## config.mk

```make
export PLATFORM = sky130hd
export DESIGN_NAME = cu_imm_reg_file
export DESIGN_NICKNAME = d
export VERILOG_FILES = /design/src/rtl/riscv_pkg.sv /design/src/rtl/cu.sv /design/src/rtl/imm.sv /design/src/rtl/reg_file.sv /design/src/rtl/cu_imm_reg_file.sv
export SDC_FILE = /design/constraint.sdc
export NUM_CORES = 2
export LEC_CHECK = 0
export CORE_AREA = 2 2 344 346
export CTS_BUF_LIST = sky130_fd_sc_hd__clkbuf_16
export CTS_CLUSTER_DIAMETER = 150
export DETAILED_ROUTE_END_ITERATION = 7
export DIE_AREA = 0 0 346 348
export DONT_BUFFER_PORTS = 1
export PLACE_DENSITY_LB_ADDON = 0.12
export SETUP_SLACK_MARGIN = 0.3
export SYNTH_ARGS = -nofsm -noshare
export SYNTH_HDL_FRONTEND = slang
export SYNTH_SLANG_ARGS = --single-unit
```

## constraint.sdc

```tcl
create_clock -name clk -period 32.6 [get_ports clk]
set_input_delay 6.52 -clock clk [delete_from_list [all_inputs] [get_ports clk]]
set_output_delay 6.52 -clock clk [all_outputs]
set_load 0.02 [all_outputs]
```

## src/rtl/riscv_pkg.sv

```systemverilog
// Shared RV32I decode types: ALU operations, instruction formats, opcodes.
// Also holds the funct3/funct7 ALU decode shared by R-type and I-ALU instructions.
package riscv_pkg;

  typedef enum logic [3:0] {
    ALU_ADD,
    ALU_SUB,
    ALU_SLL,
    ALU_SLT,
    ALU_SLTU,
    ALU_XOR,
    ALU_SRL,
    ALU_SRA,
    ALU_OR,
    ALU_AND,
    ALU_PASSB,
    ALU_AUIPC
  } alu_op_e;

  typedef enum logic [2:0] {
    IT_R,
    IT_I,
    IT_S,
    IT_B,
    IT_U,
    IT_J
  } instr_type_e;

  localparam logic [6:0] OP_R      = 7'b0110011;
  localparam logic [6:0] OP_IALU   = 7'b0010011;
  localparam logic [6:0] OP_LOAD   = 7'b0000011;
  localparam logic [6:0] OP_STORE  = 7'b0100011;
  localparam logic [6:0] OP_BRANCH = 7'b1100011;
  localparam logic [6:0] OP_JAL    = 7'b1101111;
  localparam logic [6:0] OP_JALR   = 7'b1100111;
  localparam logic [6:0] OP_LUI    = 7'b0110111;
  localparam logic [6:0] OP_AUIPC  = 7'b0010111;

  // sub_ok is set only for R-type: immediates have no SUB, so ADDI ignores funct7.
  function automatic alu_op_e alu_from_funct(input logic [2:0] funct3,
                                             input logic       funct7_b5,
                                             input logic       sub_ok);
    alu_op_e op;
    case (funct3)
      3'b000:  op = (sub_ok && funct7_b5) ? ALU_SUB : ALU_ADD;
      3'b001:  op = ALU_SLL;
      3'b010:  op = ALU_SLT;
      3'b011:  op = ALU_SLTU;
      3'b100:  op = ALU_XOR;
      3'b101:  op = funct7_b5 ? ALU_SRA : ALU_SRL;
      3'b110:  op = ALU_OR;
      default: op = ALU_AND;
    endcase
    return op;
  endfunction

endpackage

```

## src/rtl/cu.sv

```systemverilog
// Combinational control unit: opcode/funct3/funct7[5] to execute-stage flags, ALU op and format.
// Unknown opcodes decode to a harmless R-type ADD with every flag cleared.
module cu
  import riscv_pkg::*;
(
  input  logic [6:0]  opcode,
  input  logic [2:0]  funct3,
  input  logic        funct7_b5,
  output alu_op_e     alu_op,
  output instr_type_e instr_type,
  output logic        mem_read,
  output logic        mem_write,
  output logic        reg_write,
  output logic        use_imm,
  output logic        is_branch,
  output logic        is_jump,
  output logic        is_jalr
);

  always_comb begin
    alu_op     = ALU_ADD;
    instr_type = IT_R;
    mem_read   = 1'b0;
    mem_write  = 1'b0;
    reg_write  = 1'b0;
    use_imm    = 1'b0;
    is_branch  = 1'b0;
    is_jump    = 1'b0;
    is_jalr    = 1'b0;
    case (opcode)
      OP_R: begin
        reg_write = 1'b1;
        alu_op    = alu_from_funct(funct3, funct7_b5, 1'b1);
      end
      OP_IALU: begin
        instr_type = IT_I;
        reg_write  = 1'b1;
        use_imm    = 1'b1;
        alu_op     = alu_from_funct(funct3, funct7_b5, 1'b0);
      end
      OP_LOAD: begin
        instr_type = IT_I;
        mem_read   = 1'b1;
        reg_write  = 1'b1;
        use_imm    = 1'b1;
      end
      OP_STORE: begin
        instr_type = IT_S;
        mem_write  = 1'b1;
        use_imm    = 1'b1;
      end
      OP_BRANCH: begin
        instr_type = IT_B;
        is_branch  = 1'b1;
        alu_op     = ALU_SUB;
      end
      OP_JAL: begin
        instr_type = IT_J;
        is_jump    = 1'b1;
        reg_write  = 1'b1;
        use_imm    = 1'b1;
      end
      OP_JALR: begin
        instr_type = IT_I;
        is_jump    = 1'b1;
        is_jalr    = 1'b1;
        reg_write  = 1'b1;
        use_imm    = 1'b1;
      end
      OP_LUI: begin
        instr_type = IT_U;
        reg_write  = 1'b1;
        use_imm    = 1'b1;
        alu_op     = ALU_PASSB;
      end
      OP_AUIPC: begin
        instr_type = IT_U;
        reg_write  = 1'b1;
        use_imm    = 1'b1;
        alu_op     = ALU_AUIPC;
      end
      default: ;
    endcase
  end

endmodule

```

## src/rtl/imm.sv

```systemverilog
// Immediate generator: sign-extended immediate for the decoded instruction format.
// Purely combinational; R-type and unknown formats give zero.
module imm
  import riscv_pkg::*;
(
  input  logic [31:7]  ins,
  input  instr_type_e  instr_type,
  output logic [31:0]  sext_imm
);

  always_comb begin
    sext_imm = '0;
    case (instr_type)
      IT_I: sext_imm = {{20{ins[31]}}, ins[31:20]};
      IT_S: sext_imm = {{20{ins[31]}}, ins[31:25], ins[11:7]};
      IT_B: sext_imm = {{19{ins[31]}}, ins[31], ins[7], ins[30:25], ins[11:8], 1'b0};
      IT_U: sext_imm = {ins[31:12], 12'b0};
      IT_J: sext_imm = {{11{ins[31]}}, ins[31], ins[19:12], ins[20], ins[30:21], 1'b0};
      default: sext_imm = '0;
    endcase
  end

endmodule

```

## src/rtl/reg_file.sv

```systemverilog
// 32x32 register file, two combinational read ports with write-through bypass, one write port.
// RF_DUMP_EN: when defined, dump=1 prints all registers (pre-edge values) on each rising clk.
module reg_file
  import riscv_pkg::*;
(
  input  logic        clk,
  input  logic        reset,
  input  logic [4:0]  ra1,
  input  logic [4:0]  ra2,
  input  logic [4:0]  a3,
  input  logic [31:0] wd,
  input  logic        we3,
  input  logic        dump,
  output logic [31:0] rd1,
  output logic [31:0] rd2
);

  logic [31:0] regs [0:31];
  logic        wr_ok;

  assign wr_ok = we3 && !reset && (a3 != 5'd0);

  always_ff @(posedge clk or posedge reset) begin
    if (reset) begin
      for (int i = 0; i < 32; i++) begin
        regs[i] <= '0;
      end
    end else if (wr_ok) begin
      regs[a3] <= wd;
    end
  end

  // regs[0] is never written, but x0 is still forced to zero on the read side.
  always_comb begin
    rd1 = regs[ra1];
    if (ra1 == 5'd0) begin
      rd1 = '0;
    end else if (wr_ok && (a3 == ra1)) begin
      rd1 = wd;
    end
  end

  always_comb begin
    rd2 = regs[ra2];
    if (ra2 == 5'd0) begin
      rd2 = '0;
    end else if (wr_ok && (a3 == ra2)) begin
      rd2 = wd;
    end
  end

`ifdef RF_DUMP_EN
  always @(posedge clk) begin
    if (dump) begin
      for (int i = 0; i < 32; i++) begin
        $display("x%0d = %08h", i, regs[i]);
      end
    end
  end
`else
  logic unused_dump;
  assign unused_dump = dump;
`endif

endmodule

```

## src/rtl/cu_imm_reg_file.sv

```systemverilog
// RV32I decode-stage core: register file, control unit and immediate generator, all zero-latency.
// RF_DUMP_EN: enables the register-file dump on the dump port; otherwise dump is ignored.
module cu_imm_reg_file
  import riscv_pkg::*;
(
  input  logic        clk,
  input  logic        reset,
  input  logic [31:0] instruction,
  input  logic [4:0]  a3,
  input  logic [31:0] wd,
  input  logic        we3,
  input  logic        dump,
  output logic [31:0] rs1_val,
  output logic [31:0] rs2_val,
  output alu_op_e     alu_op,
  output logic        mem_read,
  output logic        mem_write,
  output logic        reg_write,
  output logic        use_imm,
  output logic        is_branch,
  output logic        is_jump,
  output logic        is_jalr,
  output instr_type_e instr_type,
  output logic [31:0] sext_imm
);

  instr_type_e itype;

  assign instr_type = itype;

  reg_file u_reg_file (
    .clk   (clk),
    .reset (reset),
    .ra1   (instruction[19:15]),
    .ra2   (instruction[24:20]),
    .a3    (a3),
    .wd    (wd),
    .we3   (we3),
    .dump  (dump),
    .rd1   (rs1_val),
    .rd2   (rs2_val)
  );

  cu u_cu (
    .opcode     (instruction[6:0]),
    .funct3     (instruction[14:12]),
    .funct7_b5  (instruction[30]),
    .alu_op     (alu_op),
    .instr_type (itype),
    .mem_read   (mem_read),
    .mem_write  (mem_write),
    .reg_write  (reg_write),
    .use_imm    (use_imm),
    .is_branch  (is_branch),
    .is_jump    (is_jump),
    .is_jalr    (is_jalr)
  );

  imm u_imm (
    .ins        (instruction[31:7]),
    .instr_type (itype),
    .sext_imm   (sext_imm)
  );

endmodule

```

==> run_results.csv <==
group,metric,value,unit
layout,final_net_count,3632,
timing,max-slew-margin-rel,15.2,%
power,peakVddDrop,0.0421,mV
grt,grt_pass1_vias,37300,
die,die_h,348,um
logic_synthesis,syn_area,0.0556,mm2
min_path,hp-class,"reg -> reg",
drt,first_iter_violations,3444,
placed_design,port_buffers,0,
layout,largest_reg_flops,1024,
grt,grtUsageTotal,30.3,%
grt,grt_overflow_total,0,
clocking,cts_sinks,1024,
setup_path,critical_path_class,"in -> out",
timing,finalMaxSlewViolations,0,
clocking,clock_tree.root_cell,"clkbuf_16",
drt,drt-total-wl,182000,um
timing,setup_tns,0,ns
drt,drtPass1Iterations,5,
die,dieArea,0.120,mm2
die,initial_utilization,47.5,%
die,core_area,0.117,mm2
layout,top_register,"u_reg_file.regs",
drt,vias,35200,
logic_synthesis,syn_nets,3880,
power,power-per-cell-area,55.3,mW/mm2
layout,reg_top3,"u_reg_file.regs: 1024 flops",
clocking,tritoncts,"done",
logic_synthesis,postSynthAreaPerCell,14.6,um2
drt,vias_per_cell,6.78,
placed_design,dpl.hpwl,93900,um
layout,area_growth,7.60,%
logic_synthesis,netlist.area_leader.share,46.1,%
timing,finalCritPeriodShare,50.9,%
drt,avgRoutedWirePerCell,35.0,um
drt,antenna_left,0,
timing,min_period,16.60,ns
logic_synthesis,synth-main-ff-cell,"dfrtp_1",
logic_synthesis,yosysSeqAreaShare,46.1,%
clocking,cts_resized,0,
die,pin_count,183,
timing,worstMarginPinSlew,1.26,ns
logic_synthesis,yosys.cell_count.top_type,"dfrtp_1",
logic_synthesis,yosys_warnings,0,
clocking,clkSlewWorstSetupHoldPaths,0.06,ns
clocking,clk_latency,0.70,ns
setup_path,start_kind,"input port",
logic_synthesis,ys_async_sr_fraction,100,%
die,dieWidth,346,um
timing,hold_violations,0,
logic_synthesis,postSynthCellCount,3807,
timing,setup_violations,0,
job,maxCapViolCount,0,
timing,clock_skew,0,ns
power,p_leak,0.0265,uW
clocking,htreeDepth,3,
timing,fmax,60.2,MHz
grt,antenna_found_initial,1,
logic_synthesis,yosys-top-cells-count,"1,024 x dfrtp_1, 941 x mux2_2, 545 x mux4_2",
placed_design,globalplace.congestion,0.796,
layout,final_util,51.2,%
setup_path,path_max_fanout,42,
clocking,cts_hold_buf,0,
grt,grt_max_degree,280,
logic_synthesis,ys_ff_latch,1024,
clocking,cts_made_buffers,115,
setup_path,cp.required,26.08,ns
logic_synthesis,ys_types,62,
layout,drive_above_1_share,48.1,%
drt,drcViolationCount,0,
clocking,cts_setup_buffers,0,
die,placementRows,126,
run_status,status,"complete, no violations",
logic_synthesis,synth_edf_count,0,
logic_synthesis,yosys-top-cells-area,"dfrtp_1 46%, mux4_2 22%, mux2_2 19%",
setup_path,setup.worst_path.end_class,"output pin",
grt,grt_pass1_wl,265000,um
timing,rsz0062_at_grt,"no",
setup_path,critPathArrivalTime,10.08,ns
clocking,cts.path.max_buffers,3,
logic_synthesis,synth_top_cell_by_area,"dfrtp_1",
setup_path,r2r_slack,31.79,ns
==> routing by layer <==
layer	wire [um]	share of wire [%]	global-route usage [%]	vias up
met5	0	0	0	-
met4	8080	4.5	12.0	0
met3	14500	8.0	6.99	416
met2	86900	48	49.0	1555
met1	72000	40	39.9	19100
li1	-	-	-	14100
==> final timing paths <==
path,startpoint,to,cells after the start
max,instruction[18],rs1_val[21],6
min,u_reg_file.regs[1006],u_reg_file.regs[1006],0
max reg2reg,u_reg_file.regs[900],u_reg_file.regs[900],1
min reg2reg,u_reg_file.regs[1006],u_reg_file.regs[1006],0
max in group asynchronous,reset,u_reg_file.regs[529],5
min in group asynchronous,reset,u_reg_file.regs[958],1
==> cell usage in the layout, fill, tap and decap left out, types with 8 or more instances in the layout <==
cell and n:
buf_4 62, mux4_2 545, and2_1 13, a32oi_1 28, nand2_1 203, inv_1 31
clkinv_2 23, nand3_1 34, o21ai_0 105, nor2_1 92, mux2_2 941, bufinv_16 9
a211oi_1 15, clkinv_1 35, dfrtp_1 1024, a21o_1 23, mux2i_1 116, o31ai_1 9
a221oi_1 19, o22ai_1 25, xnor2_1 8, nor2_4 12, nand2_4 9, a21oi_1 28
clkbuf_16 117
==> critical path: stages <==
cell	delay, ns
or2_2	0.78
or4_2	0.94
nand2_1	0.34
buf_4	0.33
o31ai_1	0.83
buf_4	0.28
==> layout make-up <==
type                       count  area (um2)
fill                        9625       57100
multi-input combinational   2338       28200
sequential                  1024       25600
clock buffer                 117        2930
tap                         1536        1920
clock inverter                89         632
timing repair buffer          62         465
inverter                      18        77.6
antenna                        1        2.50
==> metrics by stage <==
step           power (uW)  hold slack (ns)  std cells  worst slack, ns  instance area, um2
2_1_floorplan        2000            0.441       3807            11.97               55600
3_3_place_gp         2040            0.376       4978            16.17               56300
3_5_place_dp         2080            0.383       4978            16.18               56300
4_1_cts              3330            0.397       5184            16.16               59800
5_1_grt              3440            0.403       5184            16.08               59800
6_report             3310            0.392       5185            16.00               59800
==> power by group <==
part           switching [uW]  total [uW]  internal [uW]
Combinational             192         507            314
Sequential                118        1550           1430
Clock                     536        1250            714
==> cells by family (layout without fill, tap and decap cells) <==
group,after synthesis,count (layout),synth area share [%]
multiplexers,1602,1602,43.2
flip-flops,1024,1024,46.1
buffers and inverters,445,286,3.65
AND/OR/NAND/NOR,421,421,3.29
AO/OA/AOI/OAI,305,305,3.60
XOR/XNOR,10,10,0.158
other,0,1,0
No activity file was read; power rests on OpenSTA's default activity.
